===== config.mk =====
export PLATFORM = sky130hd
export DESIGN_NAME = bb_uart_frame_rx_flat
export DESIGN_NICKNAME = d
export VERILOG_FILES = /design/src/rtl/bb_uart_frame_rx_pkg.sv /design/src/rtl/bb_uart_frame_rx_if.sv /design/src/rtl/bb_uart_frame_rx_uart_rx_byte.sv /design/src/rtl/bb_uart_frame_rx.sv /design/src/flat_wrapper.sv
export SDC_FILE = /design/constraint.sdc
export NUM_CORES = 1
export LEC_CHECK = 0
export CAP_MARGIN = 40
export CORE_AREA = 2 2 89 91
export CTS_BUF_LIST = sky130_fd_sc_hd__clkbuf_4
export DETAILED_ROUTE_END_ITERATION = 12
export DIE_AREA = 0 0 91 93
export GPL_ROUTABILITY_DRIVEN = 0
export GPL_TIMING_DRIVEN = 0
export SLEW_MARGIN = 30
export SYNTH_ARGS = -nofsm -noshare
export SYNTH_HDL_FRONTEND = slang
export SYNTH_SLANG_ARGS = --single-unit

===== constraint.sdc =====
create_clock -name clk -period 4.8 [get_ports clk]
set_input_delay 0.96 -clock clk [delete_from_list [all_inputs] [get_ports clk]]
set_output_delay 0.96 -clock clk [all_outputs]
set_load 0.01 [all_outputs]

===== src/rtl/bb_uart_frame_rx_pkg.sv =====
// Shared types and constants for the bus-bridge UART frame receiver.
package bb_uart_pkg;

  localparam int unsigned FRAME_BYTES = 3;
  localparam int unsigned BYTE_W      = 8;
  localparam int unsigned WR_BIT      = 7;
  localparam int unsigned MAX_ADDR_W  = 15;

  // Position of the next expected byte within a 3-byte request frame.
  typedef enum logic [1:0] {
    IDX_B0 = 2'd0,
    IDX_B1 = 2'd1,
    IDX_B2 = 2'd2
  } frame_idx_t;

  // Bit-level receive state of the 8N1 deserialiser.
  typedef enum logic [1:0] {
    RX_IDLE  = 2'd0,
    RX_START = 2'd1,
    RX_DATA  = 2'd2,
    RX_STOP  = 2'd3
  } rx_state_t;

  // Assembled request frame at full address width.
  typedef struct packed {
    logic                  wr;
    logic [MAX_ADDR_W-1:0] addr;
    logic [BYTE_W-1:0]     data;
  } frame_t;

endpackage


===== src/rtl/bb_uart_frame_rx_if.sv =====
// Valid/ready frame port between the UART receiver and the local bus-master adapter.
interface bb_uart_frame_rx_if #(
  parameter int unsigned ADDR_W = 15,
  parameter int unsigned DATA_W = 8
);

  logic              frame_valid;
  logic              frame_ready;
  logic              frame_wr;
  logic [ADDR_W-1:0] frame_addr;
  logic [DATA_W-1:0] frame_data;

  modport master (
    output frame_valid, frame_wr, frame_addr, frame_data,
    input  frame_ready
  );

  modport slave (
    input  frame_valid, frame_wr, frame_addr, frame_data,
    output frame_ready
  );

endinterface


===== src/rtl/bb_uart_frame_rx_uart_rx_byte.sv =====
// 8N1 byte deserialiser: 2-flop synchroniser, mid-bit sampling, stop-bit check.
module uart_rx_byte
  import bb_uart_pkg::*;
#(
  parameter int unsigned CPP = 5208
) (
  input  logic              clk,
  input  logic              rstn,
  input  logic              rx_in,
  output logic              byte_done,
  output logic              byte_err,
  output logic [BYTE_W-1:0] byte_data,
  output logic              active
);

  localparam int unsigned CNT_W = $clog2(CPP);
  localparam int unsigned HALF  = CPP / 2;

  logic             sync1;
  logic             sync2;
  logic             rx_prev;
  rx_state_t        state;
  logic [CNT_W-1:0] cnt;
  logic [2:0]       bit_cnt;

  // Synchronise the line, then walk start/data/stop with a per-bit counter.
  always_ff @(posedge clk or negedge rstn) begin
    if (!rstn) begin
      sync1     <= 1'b1;
      sync2     <= 1'b1;
      rx_prev   <= 1'b1;
      state     <= RX_IDLE;
      cnt       <= '0;
      bit_cnt   <= '0;
      byte_data <= '0;
      byte_done <= 1'b0;
      byte_err  <= 1'b0;
      active    <= 1'b0;
    end else begin
      sync1     <= rx_in;
      sync2     <= sync1;
      rx_prev   <= sync2;
      byte_done <= 1'b0;
      byte_err  <= 1'b0;
      case (state)
        RX_IDLE: begin
          cnt <= '0;
          if (rx_prev && !sync2) begin
            state  <= RX_START;
            active <= 1'b1;
          end
        end
        RX_START: begin
          if (cnt == CNT_W'(HALF - 1)) begin
            cnt <= '0;
            if (sync2) begin
              state  <= RX_IDLE;
              active <= 1'b0;
            end else begin
              state   <= RX_DATA;
              bit_cnt <= '0;
            end
          end else begin
            cnt <= cnt + CNT_W'(1);
          end
        end
        RX_DATA: begin
          if (cnt == CNT_W'(CPP - 1)) begin
            cnt       <= '0;
            byte_data <= {sync2, byte_data[BYTE_W-1:1]};
            bit_cnt   <= bit_cnt + 3'd1;
            if (bit_cnt == 3'd7) begin
              state <= RX_STOP;
            end
          end else begin
            cnt <= cnt + CNT_W'(1);
          end
        end
        default: begin
          if (cnt == CNT_W'(CPP - 1)) begin
            cnt    <= '0;
            state  <= RX_IDLE;
            active <= 1'b0;
            if (sync2) begin
              byte_done <= 1'b1;
            end else begin
              byte_err <= 1'b1;
            end
          end else begin
            cnt <= cnt + CNT_W'(1);
          end
        end
      endcase
    end
  end

endmodule


===== src/rtl/bb_uart_frame_rx.sv =====
// Bus-bridge UART frame receiver: assembles {wr, addr, data} frames from 8N1 bytes.
// Optional inter-byte timeout enabled by defining BB_RX_TIMEOUT_EN.
module bb_uart_frame_rx
  import bb_uart_pkg::*;
#(
  parameter int unsigned DATA_WIDTH            = 8,
  parameter int unsigned BB_ADDR_WIDTH         = 15,
  parameter int unsigned UART_CLOCKS_PER_PULSE = 5208,
  parameter int unsigned TIMEOUT_BITS          = 20
) (
  input  logic                clk,
  input  logic                rstn,
  input  logic                u_rx,
  bb_uart_frame_rx_if.master  frm,
  output logic                frame_err,
  output logic                overflow,
  output logic                busy
);

  logic              byte_done;
  logic              byte_err;
  logic [BYTE_W-1:0] byte_data;
  logic              byte_active;

  frame_idx_t        idx;
  logic [BYTE_W-1:0] b0;
  logic [BYTE_W-1:0] b1;
  frame_t            out_frame;
  logic              valid;
  logic              hs;
  logic              timeout_hit;

  uart_rx_byte #(
    .CPP(UART_CLOCKS_PER_PULSE)
  ) u_byte (
    .clk       (clk),
    .rstn      (rstn),
    .rx_in     (u_rx),
    .byte_done (byte_done),
    .byte_err  (byte_err),
    .byte_data (byte_data),
    .active    (byte_active)
  );

  assign hs               = valid && frm.frame_ready;
  assign frm.frame_valid  = valid;
  assign frm.frame_wr     = out_frame.wr;
  assign frm.frame_addr   = BB_ADDR_WIDTH'(out_frame.addr);
  assign frm.frame_data   = DATA_WIDTH'(out_frame.data);
  assign busy             = byte_active || (idx != IDX_B0);

`ifdef BB_RX_TIMEOUT_EN
  localparam int unsigned GAP_LIMIT = TIMEOUT_BITS * UART_CLOCKS_PER_PULSE;
  localparam int unsigned GAP_W     = $clog2(GAP_LIMIT);

  logic [GAP_W-1:0] gap_cnt;
  logic             gap_run;

  assign gap_run     = (idx != IDX_B0) && !byte_active;
  assign timeout_hit = gap_run && (gap_cnt == GAP_W'(GAP_LIMIT - 1));

  // Idle-gap counter for partial frames; any byte activity restarts it.
  always_ff @(posedge clk or negedge rstn) begin
    if (!rstn) begin
      gap_cnt <= '0;
    end else if (!gap_run || timeout_hit) begin
      gap_cnt <= '0;
    end else begin
      gap_cnt <= gap_cnt + GAP_W'(1);
    end
  end
`else
  logic unused_timeout;
  assign unused_timeout = |32'(TIMEOUT_BITS);
  assign timeout_hit    = 1'b0;
`endif

  // Frame assembly, single-entry output register and sticky overflow.
  always_ff @(posedge clk or negedge rstn) begin
    if (!rstn) begin
      idx       <= IDX_B0;
      b0        <= '0;
      b1        <= '0;
      out_frame <= '0;
      valid     <= 1'b0;
      frame_err <= 1'b0;
      overflow  <= 1'b0;
    end else begin
      frame_err <= byte_err || timeout_hit;
      if (hs) begin
        valid <= 1'b0;
      end
      if (byte_err || timeout_hit) begin
        idx <= IDX_B0;
      end else if (byte_done) begin
        case (idx)
          IDX_B0: begin
            b0  <= byte_data;
            idx <= IDX_B1;
          end
          IDX_B1: begin
            b1  <= byte_data;
            idx <= IDX_B2;
          end
          default: begin
            idx <= IDX_B0;
            if (!valid || hs) begin
              out_frame.wr   <= b0[WR_BIT];
              out_frame.addr <= {b0[WR_BIT-1:0], b1};
              out_frame.data <= byte_data;
              valid          <= 1'b1;
            end else begin
              overflow <= 1'b1;
            end
          end
        endcase
      end
    end
  end

endmodule

===== src/flat_wrapper.sv =====
// flat-port wrapper written by rule: the top's interface ports become plain ports
module bb_uart_frame_rx_flat import bb_uart_pkg::*;
#(
  parameter int unsigned DATA_WIDTH            = 8,
  parameter int unsigned BB_ADDR_WIDTH         = 15,
  parameter int unsigned UART_CLOCKS_PER_PULSE = 5208,
  parameter int unsigned TIMEOUT_BITS          = 20
)
  (clk, rstn, u_rx, frame_err, overflow, busy, frm_frame_valid, frm_frame_wr, frm_frame_addr, frm_frame_data, frm_frame_ready);
  bb_uart_frame_rx_if frm_i ();
  input  logic clk;
  input  logic rstn;
  input  logic u_rx;
  output logic frame_err;
  output logic overflow;
  output logic busy;
  output wire logic [$bits(frm_i.frame_valid)-1:0] frm_frame_valid;
  output wire logic [$bits(frm_i.frame_wr)-1:0] frm_frame_wr;
  output wire logic [$bits(frm_i.frame_addr)-1:0] frm_frame_addr;
  output wire logic [$bits(frm_i.frame_data)-1:0] frm_frame_data;
  input wire logic [$bits(frm_i.frame_ready)-1:0] frm_frame_ready;
  assign frm_frame_valid = frm_i.frame_valid;
  assign frm_frame_wr = frm_i.frame_wr;
  assign frm_frame_addr = frm_i.frame_addr;
  assign frm_frame_data = frm_i.frame_data;
  assign frm_i.frame_ready = frm_frame_ready;
  bb_uart_frame_rx #(.DATA_WIDTH(DATA_WIDTH), .BB_ADDR_WIDTH(BB_ADDR_WIDTH), .UART_CLOCKS_PER_PULSE(UART_CLOCKS_PER_PULSE), .TIMEOUT_BITS(TIMEOUT_BITS)) u_core (.clk(clk), .rstn(rstn), .u_rx(u_rx), .frm(frm_i), .frame_err(frame_err), .overflow(overflow), .busy(busy));
endmodule

==> metrics.yaml <==
placed_design:
  place_area_mm2: 0.00378
  dp.cells: 370
  place_ws_ns: 2.24
  dp_hpwl_mm: 3.80
  io_buffers: 31
clock_tree:
  cts_resized: 0
  clockRootBuffer: "clkbuf_4"
  htreeDepth: 3
  cts_max_path_buffers: 2
  hold_buffers: 0
  postCtsSetupRepairBufs: 0
  clk_latency_ns: 0.41
  cts_tree: "built"
  cts_sinks: 77
  clk_pin_slew_ns: 0.11
  cts-buffers-inserted: 9
worst_setup_path:
  timing.rr.start: "u_core.u_byte.cnt[0]$_DFF_PN0_"
  arrival_ns: 1.72
  cpPeakStageDelay_ns: 0.48
  cpMaxStageDelayCell: "dfrtp_1"
  worstSetupStartpointType: "register"
  worstSetupPathType: "reg -> out"
  critPathTopFamily: "flip-flops"
  worstPathCellList: "or3_1 -> clkdlybuf4s50_1"
  worstPathMaxFanout: 7
  worst_setup_path_end_kind: "output port"
  crit_path_start: "u_core.idx[1]$_DFFE_PN0P_"
  worst-path-buf-inv: 1
  critPathRequiredTime_ns: 3.84
synthesis:
  synth-seq-cells: 77
  synth_edf_count: 0
  synth_top_area_cell: "dfrtp_1"
  syn_area_mm2: 0.00331
  synth_cells: 236
  synth_top_area_share_pct: 55.9
  synth_fp_nets: 243
  ys.flop_type: "dfrtp_1"
  synth.area.top_cells: "dfrtp_1 56%, mux2_2 9.5%, mux2_1 4.4%"
  ys_types: 47
  postSynthAreaPerCell_um2: 14.0
  async_flop_share_pct: 100
  ys_seq_area_share_pct: 58.2
  yosys_warnings: 0
floorplanning:
  die_width_um: 91
  core_mm2: 0.00753
  pin_count: 32
  die_h_um: 93
  rows: 32
  design.die.area_mm2: 0.00846
  start_util_pct: 44.0
layout:
  nets: 286
  final-instance-count-excl-fill: 385
  design_area_mm2: 0.00396
  layout-drive-gt1-share_pct: 30.7
  mostFrequentLayoutCells: "74 x dfrtp_1, 30 x clkdlybuf4s50_1, 28 x mux2_2"
  syn2layout_area_growth_pct: 19.4
  fin_util_pct: 52.6
  final_common_cell: "dfrtp_1"
  diodes: 0
timing:
  hold_slack_ns: 0.364
  finalSetupTns_ns: 0
  layout_setup_ws_ns: 2.12
  hold_violations: 0
  tightest_slew_ns: 0.688
  setup_viol_count_final: 0
  drv_slew: 0
  clock.fmax_mhz: 374
  fin_crit_sh_pct: 55.7
  slew_headroom_pct: 53.9
  clock_skew_ns: 0.0169
  min_period_ns: 2.68
  rsz0062_at_grt: "false"
flow_run:
  drv_cap: 0
global_routing:
  use_met2_pct: 22.3
  grt_pass1_wl_mm: 9.69
  antenna_found_initial: 0
  grt.total_usage_pct: 14.6
  grt_util_met3_pct: 3.87
  grt_max_degree: 47
  grt_pass1_vias: 1945
  gr-max-usage-layer: "met2"
  grt_overflow: 0
  globalRouteMet1Util_pct: 20.1
pwr:
  p_per_area_mw_per_mm2: 329
  power_mw: 1.30
  p_seq_share_pct: 53.4
  power.share.clock_pct: 36.9
  comb_power_share_pct: 9.7
  p_leak_nw: 1.86
  p_int_uw: 992
  vdd_drop_max_uv: 263
  switching_power_uw: 312
  swShare_pct: 23.9
drt:
  vias_per_cell: 5.07
  wl_per_cell_um: 14.1
  finalWirelength_mm: 5.44
  drtAntennaViolNets: 0
  vias: 1953
  drtIter0Drc: 64
  firstDrtPassIters: 4
  drc: 0
hold_path:
  hp-start: "u_core.u_byte.sync1$_DFF_PN1_"
  hold_path.class: "reg -> reg"
outcome:
  status: "completed"
## layout make-up
cell class,instances,area [um^2]
clock inverter,6,113
multi-input combinational,145,1290
inverter,4,15.0
clock buffer,9,67.6
buffer,10,82.6
tap,102,128
sequential,77,1930
timing repair buffer,32,335
fill,698,3570
## per-layer routing
metal | part of all wire (%) | wire length, um
met3 | 4.2 | 231
met5 | 0 | 0
met4 | 1.5 | 79
met2 | 46 | 2490
met1 | 49 | 2640
## power by group through the flow
stage | Clock [mW] | Combinational, mW | Sequential (mW)
3_5_place_dp | 0 | 0.129 | 0.709
4_1_cts | 0.497 | 0.130 | 0.696
5_1_grt | 0.532 | 0.142 | 0.699
3_3_place_gp | 0 | 0.125 | 0.708
2_1_floorplan | 0 | 0.0953 | 0.703
6_report | 0.481 | 0.127 | 0.696
## flip-flops by register name, indices dropped and copies added (netlist names), 2 cells and up
signal,flops
u_core.u_byte.cnt,13
u_core.b0,8
u_core.frm.frame_data,8
u_core.u_byte.byte_data,8
u_core.u_byte.state,2
u_core.idx,2
u_core.u_byte.bit_cnt,3
u_core.frm.frame_addr,15
u_core.b1,8
## cell families after synthesis
group | after synthesis | share of synthesized area [%]
adders and majority gates | 3 | 1.13
AOI/OAI and AO/OA | 16 | 3.47
muxes | 48 | 16.9
DFF | 77 | 58.2
and+or+nand+nor | 68 | 14.6
buffers and inverters | 14 | 2.94
xor gates and xnor gates | 10 | 2.64
## cell usage after synthesis (2+ instances only)
cell and instances:
dfrtp_1 74, mux2_2 28, mux2_1 13, nor2_2 10, nand3_1 9, nor2_1 8
xnor2_1 8, mux2_4 6, nand2_1 6, and3_1 4, buf_6 4, inv_1 4
nor3_1 4, a21oi_1 3, buf_2 3, buf_4 3, dfstp_2 3, ha_1 3
nand4_1 3, o21ai_0 3, or3_1 3, a221o_1 2, nand2b_1 2, nand3b_1 2
nand4_2 2, nor2b_1 2, nor4b_2 2, o21ai_1 2, xor2_1 2
## path summary, 6_finish.rpt
kind | slack, ns | cells past startpoint | end
worst min register to register | 0.36 | 0 | u_core.u_byte.sync2$_DFF_PN1_
min in group asynchronous | 0.46 | 1 | u_core.frm.frame_addr[14]$_DFFE_PN0P_
worst max-delay path | 2.12 | 2 | busy
worst max register to register | 2.95 | 5 | u_core.u_byte.state[0]$_DFFE_PN0P_
worst min-delay path | 0.36 | 0 | u_core.u_byte.sync2$_DFF_PN1_
max in group asynchronous | 3.76 | 2 | u_core.u_byte.cnt[6]$_DFF_PN0_
## worst register-to-register path: cells and delay by family (launching register included)
kind,cells,cell delay (ns)
AND/OR/NAND/NOR,4,1.00
flip-flops,1,0.44
adder cells (fa/ha/maj),1,0.29
(Power assumes the default switching activity.)
